<file path="src/rtl/resizer_pkg.sv">
// Shared resizer types, lane layout and the beat-to-entry packing helper.
// Lane i of an entry is {last, keep, data} at bits [i*LANE_W +: LANE_W].
package resizer_pkg;

  localparam int S_KEEP_WIDTH    = 3;
  localparam int T_DATA_WIDTH    = 1;
  localparam int LANE_W          = T_DATA_WIDTH + 2;
  localparam int BUF_IN_ENTRY_SZ = LANE_W * S_KEEP_WIDTH;

  localparam int DATA_LSB = 0;
  localparam int KEEP_BIT = T_DATA_WIDTH;
  localparam int LAST_BIT = T_DATA_WIDTH + 1;

  typedef logic [T_DATA_WIDTH-1:0]    lane_data_t;
  typedef logic [BUF_IN_ENTRY_SZ-1:0] entry_t;

  // Last flag lands in the highest kept lane; lane 0 when nothing is kept.
  function automatic entry_t pack_entry(
    input logic [S_KEEP_WIDTH-1:0] keep,
    input logic                    last,
    input lane_data_t              data [S_KEEP_WIDTH]
  );
    entry_t e;
    int     last_lane;
    e         = '0;
    last_lane = 0;
    for (int i = 0; i < S_KEEP_WIDTH; i++) begin
      e[i*LANE_W+DATA_LSB +: T_DATA_WIDTH] = data[i];
      e[i*LANE_W+KEEP_BIT]                 = keep[i];
      if (keep[i]) last_lane = i;
    end
    for (int i = 0; i < S_KEEP_WIDTH; i++) begin
      e[i*LANE_W+LAST_BIT] = last && (i == last_lane);
    end
    return e;
  endfunction

endpackage

</file>
<file path="src/rtl/slave_skid.sv">
// Generic 2-slot (main + skid) register slice; 1-cycle latency, full throughput.
// in_ready is registered and high iff the skid slot is empty.
module slave_skid #(
  parameter int WIDTH = 8
) (
  input  logic             clk,
  input  logic             rst_n,
  input  logic             in_valid,
  output logic             in_ready,
  input  logic [WIDTH-1:0] in_data,
  output logic             out_valid,
  input  logic             out_en,
  output logic [WIDTH-1:0] out_data
);

  logic             main_vld, main_vld_nxt;
  logic             skid_vld, skid_vld_nxt;
  logic [WIDTH-1:0] main_dat, main_dat_nxt;
  logic [WIDTH-1:0] skid_dat, skid_dat_nxt;
  logic             rdy_nxt;
  logic             accept, consume;

  assign accept    = in_valid & in_ready;
  assign consume   = main_vld & out_en;
  assign out_valid = main_vld;
  assign out_data  = main_dat;

  always_ff @(posedge clk or negedge rst_n) begin
    if (!rst_n) begin
      main_vld <= 1'b0;
      skid_vld <= 1'b0;
      main_dat <= '0;
      skid_dat <= '0;
      in_ready <= 1'b0;
    end else begin
      main_vld <= main_vld_nxt;
      skid_vld <= skid_vld_nxt;
      main_dat <= main_dat_nxt;
      skid_dat <= skid_dat_nxt;
      in_ready <= rdy_nxt;
    end
  end

  // in_ready is low whenever skid is full, so accept and a full skid never coincide.
  always_comb begin
    main_vld_nxt = main_vld;
    skid_vld_nxt = skid_vld;
    main_dat_nxt = main_dat;
    skid_dat_nxt = skid_dat;
    if (consume) begin
      if (skid_vld) begin
        main_dat_nxt = skid_dat;
        skid_vld_nxt = 1'b0;
      end else if (accept) begin
        main_dat_nxt = in_data;
      end else begin
        main_vld_nxt = 1'b0;
      end
    end else if (accept) begin
      if (!main_vld) begin
        main_vld_nxt = 1'b1;
        main_dat_nxt = in_data;
      end else begin
        skid_vld_nxt = 1'b1;
        skid_dat_nxt = in_data;
      end
    end
    rdy_nxt = ~skid_vld_nxt;
  end

endmodule

</file>
<file path="src/rtl/slave.sv">
// AXI-Stream ingress: packs each beat into one entry, drops null beats; 1-cycle latency.
// s_ready_o comes from the registered skid state, never combinationally from en.
module slave
  import resizer_pkg::*;
#(
  parameter  int S_KEEP_WIDTH    = resizer_pkg::S_KEEP_WIDTH,
  parameter  int T_DATA_WIDTH    = resizer_pkg::T_DATA_WIDTH,
  localparam int BUF_IN_ENTRY_SZ = (2 + T_DATA_WIDTH) * S_KEEP_WIDTH
) (
  input  logic                       clk,
  input  logic                       rst_n,
  input  logic                       s_valid_i,
  input  logic                       s_last_i,
  input  logic [S_KEEP_WIDTH-1:0]    s_keep_i,
  input  logic [T_DATA_WIDTH-1:0]    s_data_i [S_KEEP_WIDTH],
  output logic                       s_ready_o,
  input  logic                       en,
  output logic                       slave_entry_valid,
  output logic [BUF_IN_ENTRY_SZ-1:0] slave_entry
);

  lane_data_t                 data_arr [S_KEEP_WIDTH];
  logic [BUF_IN_ENTRY_SZ-1:0] packed_entry;
  logic                       null_beat;

  always_comb begin
    for (int i = 0; i < S_KEEP_WIDTH; i++) begin
      data_arr[i] = s_data_i[i];
    end
    packed_entry = pack_entry(s_keep_i, s_last_i, data_arr);
  end

  // A beat with no kept lanes and no last carries nothing: accept it but store nothing.
  assign null_beat = ~|s_keep_i & ~s_last_i;

  slave_skid #(
    .WIDTH (BUF_IN_ENTRY_SZ)
  ) u_skid (
    .clk       (clk),
    .rst_n     (rst_n),
    .in_valid  (s_valid_i & ~null_beat),
    .in_ready  (s_ready_o),
    .in_data   (packed_entry),
    .out_valid (slave_entry_valid),
    .out_en    (en),
    .out_data  (slave_entry)
  );

endmodule

</file>
<file path="config.mk">
export PLATFORM = sky130hd
export DESIGN_NAME = slave
export DESIGN_NICKNAME = d
export VERILOG_FILES = /design/src/rtl/resizer_pkg.sv /design/src/rtl/slave_skid.sv /design/src/rtl/slave.sv
export SDC_FILE = /design/constraint.sdc
export NUM_CORES = 1
export LEC_CHECK = 0
export CAP_MARGIN = 30
export CORE_UTILIZATION = 37
export DETAILED_ROUTE_END_ITERATION = 16
export SLEW_MARGIN = 30
export SYNTH_ARGS = -nofsm -noshare
export SYNTH_HDL_FRONTEND = slang
export SYNTH_SLANG_ARGS = --single-unit
export TNS_END_PERCENT = 20
</file>
<file path="constraint.sdc">
create_clock -name clk -period 2.6 [get_ports clk]
set_clock_uncertainty 0.05 [all_clocks]
set_input_delay 0.65 -clock clk [delete_from_list [all_inputs] [get_ports clk]]
set_output_delay 0.65 -clock clk [all_outputs]
set_load 0.01 [all_outputs]
</file>
; ---- Yosys cells after proc, flatten, opt, wreduce, memory -nomap -nowiden
; Cells that the tools add are included.
[totals]
reg_bits = 21
latch_bits = 0
mem_bits_rw = 0
mem_bits_ro = 0
inputBits = 11
out_inout_bits = 11
wordCells = 43
n_memories = 0
[classes]
n_addsub = 0
mul = 0
div = 0
order_cmp = 0
eq_ne = 5
n_shift = 0
mux = 14
bitwise = 8
n_reduce_logical = 11
[ops]
columns = operator, n
row1 = $mux W9, 5
row2 = $eq A2 B32 Y1 const A, 1
row3 = $eq A3 B32 Y1 const A, 1
row4 = $logic_not A32 Y1, 1
row5 = $mux W32, 1
row6 = $reduce_and A3 Y1, 3
row7 = $mux W1, 8
row8 = $ne A2 B2 Y1 const B, 3
row9 = $and A1 B1 Y1, 4
row10 = $not A1 Y1, 4
row11 = $reduce_bool A2 Y1, 2
row12 = $logic_and A1 B1 Y1, 3
row13 = $reduce_or A3 Y1, 1
row14 = $logic_not A1 Y1, 1

; ---- Logic depth before layout (Yosys ltp)
[depth]
depth_word = 9
ltp_mapped = 5
ltp_nobuf = 3

; ---- Modules after synthesis
; Synthesis repeated with hierarchy kept, for this count alone.
[hier_totals]
cells_unflattened = 67
area_unflattened_um2 = 980.9
[by_module_without_submodules]
columns = mod, instances, cells_per_inst, area_each_um2, seq_area_each_um2
row1 = slave_skid, 1, 63, 944.7, 525.5
row2 = slave, 1, 4, 36.3, 0.0

; ---- Worst setup path before layout
; No wires, ideal clock.
[synth_timing]
path_kind = input to register
start = in s_keep_i[2]
end = reg u_skid.skid_dat[0]
setup_time_ps = 125
arrival_ps = 1774
t_required_ps = 2425
path_slack_ps = 650
cell_stages = 4
path_buffers = 1
path_cell_list = or4_4 -> and3_1 -> buf_6 -> mux2_4
[synth_via]
elab_chain_len = 7
[synth_rtl]
columns = item, line_no
row1 = start: declaration, slave.sv:14  ; input logic [S_KEEP_WIDTH-1:0] s_keep_i,
row2 = $reduce_or A3 Y1, slave.sv:34  ; assign null_beat = ~|s_keep_i & ~s_last_i;
row3 = $logic_not A1 Y1, slave.sv:34
row4 = $and A1 B1 Y1, slave.sv:34
row5 = $not A1 Y1, slave.sv:41  ; .in_valid (s_valid_i & ~null_beat),
row6 = $and A1 B1 Y1, slave.sv:41
row7 = $and A1 B1 Y1, slave_skid.sv:23  ; assign accept = in_valid & in_ready;
row8 = $reduce_and A3 Y1 (no source line), n/a
row9 = end signal: assignment, slave_skid.sv:39  ; skid_dat <= skid_dat_nxt;
row10 = end: declaration, slave_skid.sv:19  ; logic [WIDTH-1:0] skid_dat, skid_dat_nxt;
; Every way passes these cells.
; A chain may end at the register's enable or synchronous reset.

; ---- Worst setup path in the final report
[layout_timing]
start = in s_keep_i[1]
end = reg u_skid.skid_dat[0]
; Same word-level chain as after synthesis.

==> flow_summary.toml <==
[cts]
cts-htree-levels = 1
cts_sinks = 21
clk_pin_slew_ns = 0.13
cts_tree = "yes"
cts_made_buffers = 3
cts-root-buf = "clkbuf_4"
cts_resized = 0
cts_buffer_depth = 2
post_cts_buffers = 0
hold_buffers = 0
clk_latency_ns = 0.31

[die]
initial_utilization_pct = 39.4
rows = 18
dieHeight_um = 53.6
io_pins = 22
coreArea_um2 = 2500
die_area_um2 = 2870
die_w_um = 53.6

[placement]
globalplace.congestion = 0.842
dp_hpwl_mm = 1.49
io_buffers = 21

[worst_setup_path]
cp_max_fo = 9
r2r_slack_ns = 0.91
cp_top_family = "simple AND/OR/NAND/NOR gates"
cp-end-kind = "flop"
max_stage_delay_ns = 0.53
path_buf_inv = 1
crit_arrival_ns = 2.36
reg2reg_depth = 3
r2r_end = "u_skid.skid_dat[0]"
crit_required_ns = 2.75
path_cells = "clkdlybuf4s50_1 > or4_4 > and3_1 > mux2_4"
crit-reg2reg-launch = "u_skid.out_valid"
worst-setup-path-type = "primary input to flop"
cp_slowest_cell = "or4_4"
start_kind = "primary input"

[timing]
fin_tns_setup_ns = 0
period_needed_ns = 2.21
setup_viol = 0
rsz0062_at_grt = "false"
drv_slew = 0
slew_headroom_pct = 61.8
max_freq_ghz = 0.453
finalCritPeriodShare_pct = 85.0
tightest_slew_ns = 0.573
hold_viol = 0

[pwr]
leakage_nw = 0.556
power_density_nw_per_um2 = 1030
ir_drop_mv = 0.497

[routing]
drt_first_iter_violations = 9
wirelength_mm = 2.00
ant_nets = 0
vias_per_cell = 5.28
drcViolationCount = 0
wl_per_cell_um = 14.2
first_pass_iters = 4
vias = 745

[synthesis]
ys_ff_latch = 21
muxShareOfSynthArea_pct = 13.2
avgSynthCellArea_um2 = 13.0
yosysSeqAreaShare_pct = 53.4
synthArstFlopShare_pct = 100
netlist_area_um2 = 985
synthAdderAreaFrac_pct = 0
syn_inst = 76
yosys_warnings = 0
syn-num-nets = 87
synth_area_leader_cell = "dfrtp_1"
synth_ff_type = "dfrtp_1"
ys_types = 27
yosys-top-cells-area = "dfrtp_1 (53%), mux2_4 (12%), o221a_2 (8.0%), or2_2 (4.4%), nor2b_1 (1.9%)"
synth_top_area_share_pct = 53.4
synth_edf_count = 0
yosys.area_share.simple_pct = 13.3
synth_top_family_by_area = "compound AO/OA/AOI/OAI gates"
synth-xor-area-share_pct = 0
synth_compound_area_share_pct = 17.4

[worst_hold_path]
min-delay-start = "u_skid.skid_dat[3]"
min_path_cells = 1
hold_end = "u_skid.skid_dat[3]"
min_path_type = "flop to flop"

[run_status]
status = "completed"

[grt]
overflow = 0
grt_max_degree = 22
grt_pass1_wl_mm = 3.43
grt_usage_pct = 17.2
antenna_found_initial = 0
grt_pass1_vias = 744

[finish]
drive_gt1_share_pct = 35.1
fin_util_pct = 53.5
syn_to_final_growth_pct = 35.8
nNetsFinal = 123
mostFrequentLayoutCells = "clkdlybuf4s50_1 (21), dfrtp_1 (21), buf_4 (12)"
num_antenna_cells = 0

[flow_run]
cap_violations = 0
## final cells by class
class                   instances  area [um2]
clock buffers                   3        22.5
clock inverters                 1        7.51
fillers                       222        1160
inverters                       3        11.3
multi-input cells              50         433
flip-flops and latches         21         526
well taps                      30        37.5
repair buffers                 33         300
## Yosys cell counts (2+ instances only)
| master | number |
|---|---|
| a31oi_1 | 2 |
| or2_2 | 7 |
| inv_1 | 3 |
| nor2b_1 | 3 |
| and2_1 | 2 |
| dfrtp_1 | 21 |
| o221a_2 | 7 |
| nand2_1 | 2 |
| o211ai_1 | 2 |
| nand3_1 | 2 |
| o221ai_1 | 2 |
| mux2_4 | 8 |
## sequential cells by signal (all words and copies together), names as in the netlist
signal            cells
u_skid.in_ready       1
u_skid.out_data       9
u_skid.out_valid      1
u_skid.skid_dat       9
u_skid.skid_vld       1
## stage by stage
stage	instance area, um2	std cells	hold slack [ns]	power, mW	setup WS, ns
after global routing	1340	141	0.493	1.48	0.359
after floorplan	985	76	0.304	0.927	0.650
after CTS	1340	141	0.475	1.39	0.393
after detailed placement	1310	137	0.438	1.22	0.0601
after global placement	1310	137	0.439	1.22	0.0782
final	1340	141	0.471	1.37	0.391
## where the power goes
group,internal [mW],leakage [nW],switching [mW],total (mW)
Combinational,0.402,0.292,0.230,0.632
Clock,0.0587,0.0139,0.102,0.160
Sequential,0.482,0.250,0.0973,0.580
## cell families (layout without fill, tap and decap cells)
| logic type | count (synthesis) | count (layout) |
|---|---|---|
| flops | 21 | 21 |
| simple gates | 21 | 21 |
| compound gates | 20 | 20 |
| mux | 9 | 9 |
| buf+inv | 5 | 40 |
## worst max-delay path by stage
stage / startpoint / end / slack [ns] / cells after the start
after global placement: s_keep_i[2] / u_skid.skid_dat[7] / 0.08 / 4
after CTS: s_keep_i[2] / u_skid.skid_dat[0] / 0.39 / 4
after floorplan: s_keep_i[2] / u_skid.skid_dat[0] / 0.65 / 4
final: s_keep_i[1] / u_skid.skid_dat[0] / 0.39 / 4
after global routing: s_keep_i[2] / u_skid.skid_dat[0] / 0.36 / 4
after detailed placement: s_keep_i[2] / u_skid.skid_dat[8] / 0.06 / 4
## worst reg2reg max path, cell delays in order, from the launching register on
cell,delay [ns]
dfrtp_1,0.46
nor2b_1,0.19
and3_1,0.54
mux2_4,0.35
## routing by layer
layer,vias to the layer above,track usage [%],routed length [um]
li1,359,-,-
met1,365,24.5,1000
met2,17,24.8,878
met3,4,3.67,83
met4,0,7.89,33
met5,-,0,0
(Power assumes the default switching activity.)
